--- src/rtl/qspi_pkg.sv ---
// Shared opcodes, responder state encoding and sizing for the QSPI flash responder.
package qspi_pkg;

    localparam int unsigned WORD_W = 32;
    localparam int unsigned IDX_W  = 6;
    localparam int unsigned CNT_W  = 6;

    localparam logic [7:0] OP_READ   = 8'h03;
    localparam logic [7:0] OP_READ4  = 8'h13;
    localparam logic [7:0] OP_QREAD  = 8'hEB;
    localparam logic [7:0] OP_QREAD4 = 8'hEC;
    localparam logic [7:0] OP_EN4B   = 8'hB7;

    typedef enum logic [2:0] {
        IDLE,
        CMD,
        ADDR,
        DUMMY,
        DATA,
        IGNORE
    } resp_state_e;

    // Index of the final address beat: nibbles in quad mode, bits in single mode.
    function automatic logic [CNT_W-1:0] addr_last_beat(input logic quad, input logic wide);
        if (quad) begin
            return wide ? CNT_W'(7) : CNT_W'(5);
        end
        return wide ? CNT_W'(31) : CNT_W'(23);
    endfunction

endpackage

--- src/rtl/qspi_flash_responder_if.sv ---
// QSPI pad bundle between a flash controller (master) and the responder (slave).
interface qspi_flash_responder_if;

    logic       cs_n_in;
    logic       sclk_in;
    logic [3:0] io_in;
    logic [3:0] io_out;
    logic [3:0] io_oe;

    modport master (
        output cs_n_in,
        output sclk_in,
        output io_in,
        input  io_out,
        input  io_oe
    );

    modport slave (
        input  cs_n_in,
        input  sclk_in,
        input  io_in,
        output io_out,
        output io_oe
    );

endinterface

--- src/rtl/qspi_resp_sync.sv ---
// Brings cs_n and sclk into the h_clk domain and derives edge pulses.
module qspi_resp_sync (
    input  logic clk,
    input  logic rst_n,
    input  logic cs_n_in,
    input  logic sclk_in,
    output logic cs_n_sync,
    output logic cs_fall_c,
    output logic sclk_rise_c,
    output logic sclk_fall_c
);

    logic cs_meta_q;
    logic cs_sync_q;
    logic cs_prev_q;
    logic sclk_meta_q;
    logic sclk_sync_q;
    logic sclk_prev_q;

    // Two-flop synchronizers plus one history flop each for edge detection.
    always_ff @(posedge clk or negedge rst_n) begin
        if (!rst_n) begin
            cs_meta_q   <= 1'b1;
            cs_sync_q   <= 1'b1;
            cs_prev_q   <= 1'b1;
            sclk_meta_q <= 1'b0;
            sclk_sync_q <= 1'b0;
            sclk_prev_q <= 1'b0;
        end else begin
            cs_meta_q   <= cs_n_in;
            cs_sync_q   <= cs_meta_q;
            cs_prev_q   <= cs_sync_q;
            sclk_meta_q <= sclk_in;
            sclk_sync_q <= sclk_meta_q;
            sclk_prev_q <= sclk_sync_q;
        end
    end

    assign cs_n_sync   = cs_sync_q;
    assign cs_fall_c   = cs_prev_q & ~cs_sync_q;
    assign sclk_rise_c = sclk_sync_q & ~sclk_prev_q;
    assign sclk_fall_c = ~sclk_sync_q & sclk_prev_q;

endmodule

--- src/rtl/qspi_flash_responder.sv ---
// Behavioural QSPI flash: single/quad reads from a preloadable word array.
module qspi_flash_responder
    import qspi_pkg::*;
#(
    parameter int unsigned MEM_DEPTH    = 64,
    parameter int unsigned DUMMY_CYCLES = 6
) (
    input  logic                  h_clk,
    input  logic                  h_rstn,
    qspi_flash_responder_if.slave bus,
    input  logic                  mem_wr_en_in,
    input  logic [IDX_W-1:0]      mem_wr_addr_in,
    input  logic [WORD_W-1:0]     mem_wr_data_in,
    output logic                  addr4_mode_out,
    output logic                  busy_out,
    output logic                  cmd_err_out
);

    logic cs_n_sync;
    logic cs_fall_c;
    logic sclk_rise_c;
    logic sclk_fall_c;

    qspi_resp_sync u_sync (
        .clk         (h_clk),
        .rst_n       (h_rstn),
        .cs_n_in     (bus.cs_n_in),
        .sclk_in     (bus.sclk_in),
        .cs_n_sync   (cs_n_sync),
        .cs_fall_c   (cs_fall_c),
        .sclk_rise_c (sclk_rise_c),
        .sclk_fall_c (sclk_fall_c)
    );

    logic [WORD_W-1:0] mem_q [MEM_DEPTH];

    resp_state_e       state_q,   state_d;
    logic [WORD_W-1:0] shift_q,   shift_d;
    logic [CNT_W-1:0]  cnt_q,     cnt_d;
    logic              quad_q,    quad_d;
    logic              wide_q,    wide_d;
    logic [IDX_W-1:0]  idx_q,     idx_d;
    logic [3:0]        io_out_q,  io_out_d;
    logic [3:0]        io_oe_q,   io_oe_d;
    logic              addr4_q,   addr4_d;
    logic              cmd_err_q, cmd_err_d;
    logic              busy_q,    busy_d;

    logic [7:0]        opcode_c;
    logic [WORD_W-1:0] addr_next_c;
    logic [WORD_W-1:0] word_c;
    logic [WORD_W-1:0] cur_c;
    logic              last_c;

    // Backdoor preload; blocked while a transaction is in flight, never reset.
    always_ff @(posedge h_clk) begin
        if (mem_wr_en_in && !busy_q) begin
            mem_q[mem_wr_addr_in] <= mem_wr_data_in;
        end
    end

    assign word_c = mem_q[idx_q];

    // Next-state and output decode, advanced only by synchronized sclk edges.
    always_comb begin
        state_d     = state_q;
        shift_d     = shift_q;
        cnt_d       = cnt_q;
        quad_d      = quad_q;
        wide_d      = wide_q;
        idx_d       = idx_q;
        io_out_d    = io_out_q;
        io_oe_d     = io_oe_q;
        addr4_d     = addr4_q;
        cmd_err_d   = 1'b0;
        busy_d      = ~cs_n_sync;
        opcode_c    = {shift_q[6:0], bus.io_in[0]};
        addr_next_c = quad_q ? {shift_q[27:0], bus.io_in} : {shift_q[30:0], bus.io_in[0]};
        cur_c       = (cnt_q == '0) ? word_c : shift_q;
        last_c      = 1'b0;

        if (cs_n_sync) begin
            // Deselect abandons whatever was in progress and releases the pads.
            state_d  = IDLE;
            shift_d  = '0;
            cnt_d    = '0;
            quad_d   = 1'b0;
            wide_d   = 1'b0;
            io_out_d = 4'b0000;
            io_oe_d  = 4'b0000;
        end else begin
            unique case (state_q)
                IDLE: begin
                    if (cs_fall_c) begin
                        state_d = CMD;
                        shift_d = '0;
                        cnt_d   = '0;
                    end
                end
                CMD: begin
                    if (sclk_rise_c) begin
                        shift_d = {shift_q[30:0], bus.io_in[0]};
                        cnt_d   = cnt_q + CNT_W'(1);
                        if (cnt_q == CNT_W'(7)) begin
                            shift_d = '0;
                            cnt_d   = '0;
                            case (opcode_c)
                                OP_READ: begin
                                    quad_d  = 1'b0;
                                    wide_d  = addr4_q;
                                    state_d = ADDR;
                                end
                                OP_READ4: begin
                                    quad_d  = 1'b0;
                                    wide_d  = 1'b1;
                                    state_d = ADDR;
                                end
                                OP_QREAD: begin
                                    quad_d  = 1'b1;
                                    wide_d  = addr4_q;
                                    state_d = ADDR;
                                end
                                OP_QREAD4: begin
                                    quad_d  = 1'b1;
                                    wide_d  = 1'b1;
                                    state_d = ADDR;
                                end
                                OP_EN4B: begin
                                    addr4_d = 1'b1;
                                    state_d = IGNORE;
                                end
                                default: begin
                                    cmd_err_d = 1'b1;
                                    state_d   = IGNORE;
                                end
                            endcase
                        end
                    end
                end
                ADDR: begin
                    if (sclk_rise_c) begin
                        shift_d = addr_next_c;
                        cnt_d   = cnt_q + CNT_W'(1);
                        if (cnt_q == addr_last_beat(quad_q, wide_q)) begin
                            cnt_d = '0;
                            idx_d = addr_next_c[7:2];
                            if (quad_q && (DUMMY_CYCLES != 0)) begin
                                state_d = DUMMY;
                            end else begin
                                state_d = DATA;
                            end
                        end
                    end
                end
                DUMMY: begin
                    io_oe_d = 4'b0000;
                    if (sclk_rise_c) begin
                        cnt_d = cnt_q + CNT_W'(1);
                        if (cnt_q == CNT_W'(DUMMY_CYCLES - 1)) begin
                            cnt_d   = '0;
                            state_d = DATA;
                        end
                    end
                end
                DATA: begin
                    // A fresh word is fetched on the first fall of each word.
                    if (sclk_fall_c) begin
                        if (quad_q) begin
                            io_out_d = cur_c[31:28];
                            io_oe_d  = 4'b1111;
                            shift_d  = {cur_c[27:0], 4'b0000};
                            last_c   = (cnt_q == CNT_W'(7));
                        end else begin
                            io_out_d = {2'b00, cur_c[31], 1'b0};
                            io_oe_d  = 4'b0010;
                            shift_d  = {cur_c[30:0], 1'b0};
                            last_c   = (cnt_q == CNT_W'(31));
                        end
                        cnt_d = cnt_q + CNT_W'(1);
                        if (last_c) begin
                            cnt_d = '0;
                            idx_d = (idx_q == IDX_W'(MEM_DEPTH - 1)) ? '0 : idx_q + IDX_W'(1);
                        end
                    end
                end
                IGNORE: begin
                    io_oe_d = 4'b0000;
                end
                default: begin
                    state_d = IDLE;
                end
            endcase
        end
    end

    // State and registered outputs.
    always_ff @(posedge h_clk or negedge h_rstn) begin
        if (!h_rstn) begin
            state_q   <= IDLE;
            shift_q   <= '0;
            cnt_q     <= '0;
            quad_q    <= 1'b0;
            wide_q    <= 1'b0;
            idx_q     <= '0;
            io_out_q  <= 4'b0000;
            io_oe_q   <= 4'b0000;
            addr4_q   <= 1'b0;
            cmd_err_q <= 1'b0;
            busy_q    <= 1'b0;
        end else begin
            state_q   <= state_d;
            shift_q   <= shift_d;
            cnt_q     <= cnt_d;
            quad_q    <= quad_d;
            wide_q    <= wide_d;
            idx_q     <= idx_d;
            io_out_q  <= io_out_d;
            io_oe_q   <= io_oe_d;
            addr4_q   <= addr4_d;
            cmd_err_q <= cmd_err_d;
            busy_q    <= busy_d;
        end
    end

    assign bus.io_out     = io_out_q;
    assign bus.io_oe      = io_oe_q;
    assign addr4_mode_out = addr4_q;
    assign busy_out       = busy_q;
    assign cmd_err_out    = cmd_err_q;

endmodule

--- src/flat_wrapper.sv ---
// flat-port wrapper written by rule: the top's interface ports become plain ports
module qspi_flash_responder_flat import qspi_pkg::*;
#(
    parameter int unsigned MEM_DEPTH    = 64,
    parameter int unsigned DUMMY_CYCLES = 6
)
  (h_clk, h_rstn, mem_wr_en_in, mem_wr_addr_in, mem_wr_data_in, addr4_mode_out, busy_out, cmd_err_out, bus_cs_n_in, bus_sclk_in, bus_io_in, bus_io_out, bus_io_oe);
  qspi_flash_responder_if bus_i ();
  input  logic h_clk;
  input  logic h_rstn;
  input  logic mem_wr_en_in;
  input  logic [IDX_W-1:0] mem_wr_addr_in;
  input  logic [WORD_W-1:0] mem_wr_data_in;
  output logic addr4_mode_out;
  output logic busy_out;
  output logic cmd_err_out;
  input wire logic [$bits(bus_i.cs_n_in)-1:0] bus_cs_n_in;
  input wire logic [$bits(bus_i.sclk_in)-1:0] bus_sclk_in;
  input wire logic [$bits(bus_i.io_in)-1:0] bus_io_in;
  output wire logic [$bits(bus_i.io_out)-1:0] bus_io_out;
  output wire logic [$bits(bus_i.io_oe)-1:0] bus_io_oe;
  assign bus_i.cs_n_in = bus_cs_n_in;
  assign bus_i.sclk_in = bus_sclk_in;
  assign bus_i.io_in = bus_io_in;
  assign bus_io_out = bus_i.io_out;
  assign bus_io_oe = bus_i.io_oe;
  qspi_flash_responder #(.MEM_DEPTH(MEM_DEPTH), .DUMMY_CYCLES(DUMMY_CYCLES)) u_core (.h_clk(h_clk), .h_rstn(h_rstn), .bus(bus_i), .mem_wr_en_in(mem_wr_en_in), .mem_wr_addr_in(mem_wr_addr_in), .mem_wr_data_in(mem_wr_data_in), .addr4_mode_out(addr4_mode_out), .busy_out(busy_out), .cmd_err_out(cmd_err_out));
endmodule
--- config.mk ---
export PLATFORM = sky130hd
export DESIGN_NAME = qspi_flash_responder_flat
export DESIGN_NICKNAME = d
export VERILOG_FILES = /design/src/rtl/qspi_pkg.sv /design/src/rtl/qspi_flash_responder_if.sv /design/src/rtl/qspi_resp_sync.sv /design/src/rtl/qspi_flash_responder.sv /design/src/flat_wrapper.sv
export SDC_FILE = /design/constraint.sdc
export NUM_CORES = 2
export LEC_CHECK = 0
export CAP_MARGIN = 20
export CORE_MARGIN = 8
export CORE_UTILIZATION = 57
export CTS_BUF_LIST = sky130_fd_sc_hd__clkbuf_16
export CTS_CLUSTER_SIZE = 14
export DETAILED_ROUTE_END_ITERATION = 8
export GPL_ROUTABILITY_DRIVEN = 1
export GPL_TIMING_DRIVEN = 0
export PLACE_DENSITY = 0.73
export SYNTH_ARGS = -nofsm -noshare
export SYNTH_HDL_FRONTEND = slang
export SYNTH_HIERARCHICAL = 1
export SYNTH_SLANG_ARGS = --single-unit
--- constraint.sdc ---
create_clock -name h_clk -period 2.95 [get_ports h_clk]
set_clock_uncertainty 0.2 [all_clocks]
set_input_delay 0.4425 -clock h_clk [delete_from_list [all_inputs] [get_ports h_clk]]
set_output_delay 0.4425 -clock h_clk [all_outputs]
set_load 0.01 [all_outputs]
==> qor.csv <==
metric,value,unit
status,finished with violations,
violations,setup timing,
synth_xor_area_share,0.03187,%
reg2regPathDepth,7,
worst_ep_required_time,3.44,ns
setup_viol,35,
drc,0,
synthesis.area,82450,um^2
synth_fa_ha_area_share,0.06070,%
antenna_found_initial,17,
vias_per_cell,7.609,
placed_area,89090,um^2
ys_ff_latch,2112,
antenna_left,0,
grt_pass1_vias,47080,
fp.dieArea,157100,um^2
dp_hpwl,182.5,mm
syn_inst,3686,
min_period,3.612,ns
synth_edf_count,2048,
clock.fmax,276.9,MHz
p_comb_share,7.3,%
initial_core_util,57.39,%
track_usage,37.70,%
finalCritPeriodShare,122.4,%
yosys.area_share.simple,2.108,%
rrSetupSlack,-0.66,ns
n_fill_cell,8086,
worst_r2r_endpoint,u_core/shift_q[19],
cts_tree,built,
wl_per_cell,47.56,um
synth_cell_types,77,
synth_top_cell_area_share,74.59,%
final_cell_mix,"edfxtp_1, mux4_2, clkbuf_16, buf_12, buf_4",
drive_gt1_share,38.47,%
instances_no_fill,6477,
fin_area,101400,um^2
synth_top_family_by_area,multiplexers,
switching_share,22.90,%
clockRootBuffer,clkbuf_16,
clk_latency,0.88,ns
cp_max_fo,10,
syn2layout_area_growth,22.94,%
avgSynthCellArea,22.37,um^2
holdPathEnd,u_core/mem_q[41][1],
final_max_slew_viol_count,0,
dr_total_vias,49280,
final_common_cell,edfxtp_1,
vdd_drop_max,630.1,uV
die_h,396.3,um
grt-ovfl-total,0,
hold_viol,0,
drv_cap,0,
rows,139,
yosys_warnings,6,
dp.cells,5804,
portBuffers,54,
synthMuxAreaShare,17.23,%
p_clk_share,40.8,%
min_path_type,in2reg,
setup-tns-final,-15.05,ns
rsz0062_at_grt,true,
cts_sinks,2112,
r2r_start,u_core/idx_q[1],
grt_pass1_wl,399.6,mm
synth_fp_nets,3737,
num_io_pins,58,
ys_top_cells_by_area,"edfxtp_1, mux4_2, dfrtp_1",
cts_buffer_depth,3,
nNetsFinal,4446,
wl,308.0,mm
numCtsBuffers,202,
gp_congestion,0.9989,
hold_depth,1,
grt_max_degree,65,
die-width,396.3,um
worstPathArrival,4.10,ns
coreArea,143700,um^2
hold_start,mem_wr_data_in[1],
p_per_area,627.9,nW/um^2
power.switching,0.01457,W
setup_ws,-0.6621,ns
async_flop_share,3.030,%
dr.pass1.iters,9,
yosys.area.top_type,edfxtp_1,
ys_seq_area_share,76.54,%
clk_pin_slew,0.06,ns
htreeDepth,4,
yosys_most_used_dff,edfxtp_1,
critPathKind,reg2reg,
startpoint_type,flop,
slew_headroom,24.48,%
synth_compound_area_share,2.726,%
seqPwrFrac,51.9,%
post-place-ws,-2.249,ns
drt-initial-drc-count,9376,
intPower,0.04907,W
tightestPinTransition,1.129,ns
p_leak,32.02,nW
end_kind,flop,
## logic make-up (layout without fill, tap and decap cells)
logic type,count (synthesis),in the layout
adder cells (fa/ha/maj),4,4
XOR/XNOR,3,3
flip-flops,2112,2112
other,0,7
AND/OR/NAND/NOR,360,360
multiplexers,692,692
AO/OA/AOI/OAI,299,299
buffers and inverters,216,1097
## metrics by stage
stage          hold slack (ns)  power [W]  util, %
2_1_floorplan         -0.05309    0.03540        -
3_3_place_gp            0.1348    0.03693    59.45
6_report                0.1246    0.06365    70.56
3_5_place_dp            0.1192    0.03707    62.02
4_1_cts                0.09364    0.06280    69.65
5_1_grt                 0.1489    0.06471    70.55
## worst max-delay path by stage
stage          depth (start not counted)  slack (ns)                   end         startpoint
3_3_place_gp                           4       -4.14  u_core/mem_q[29][26]       mem_wr_en_in
6_report                               7       -0.66    u_core/shift_q[19]    u_core/idx_q[1]
2_1_floorplan                          4       -0.29   u_core/mem_q[10][0]  mem_wr_addr_in[3]
5_1_grt                               10       -0.68    u_core/shift_q[22]    u_core/idx_q[0]
3_5_place_dp                          10       -2.25    u_core/shift_q[31]    u_core/idx_q[1]
4_1_cts                                9       -0.39    u_core/shift_q[26]    u_core/idx_q[0]
## cell usage after synthesis, types with 14 or more instances
master    instances
a211oi_1         18
a21oi_1          36
a222oi_1         14
a22o_1           30
a22oi_1          39
buf_1            14
buf_2            77
buf_4            16
clkbuf_1         84
dfrtp_1          61
edfxtp_1       2048
mux2_2           36
mux2i_1          78
mux4_2          578
nand2_1          83
nand3_1          33
nor2_1          115
nor2b_1          21
nor3_1           28
o21ai_0          30
o221ai_1         21
o22ai_1          15
## sequential cells by signal, summed over array words and instances (netlist names), 2 cells and up
name               flops
u_core/bus.io_oe       2
u_core/bus.io_out      4
u_core/cnt_q           6
u_core/shift_q        32
u_core/state_q         3
u_core/idx_q           6
u_core/mem_q        2048
## power groups by stage
stage	clock, W	sequential [W]	combinational [W]
4_1_cts	0.0256	0.0330	0.00415
5_1_grt	0.0270	0.0330	0.00467
6_report	0.0260	0.0330	0.00463
3_5_place_dp	0	0.0337	0.00341
3_3_place_gp	0	0.0337	0.00319
2_1_floorplan	0	0.0337	0.00175
## area by class of cell
cell class                 count  area, um^2  area share [%]
sequential                  2112       63110           62.26
antenna                        7       17.52         0.01728
tap                         1903        2381           2.349
timing repair buffer         509        7074           6.979
multi-input combinational   1358       19790           19.52
clock inverter               172        1415           1.396
buffer                       201        2429           2.396
inverter                      11       46.29         0.04567
clock buffer                 204        5105           5.036
## worst max-delay path, stage by stage, from the launching register on
cell	delay [ns]
dfrtp_2	0.52
clkbuf_4	0.35
clkbuf_4	0.38
mux4_2	0.47
mux4_2	0.56
a22oi_2	0.45
and3_4	0.40
o221ai_2	0.12
## metal layers
layer	up-vias	routed length, um	track usage [%]
met5	-	324	0.8310
met4	16	26700	23.79
met3	1420	53310	14.85
met2	5367	134100	55.15
met1	25230	93620	47.48
li1	17250	-	-
## what timing repair did
action	4_1_cts	5_1_grt
cloned	9	4
setup buffers	155	95
pin swaps	105	64
endpoints found under the hold margin	1026	64
hold buffers	34	1
setup endpoints to repair	1804	588
gates resized for setup	616	108
Power figures use the tool's default switching activity.
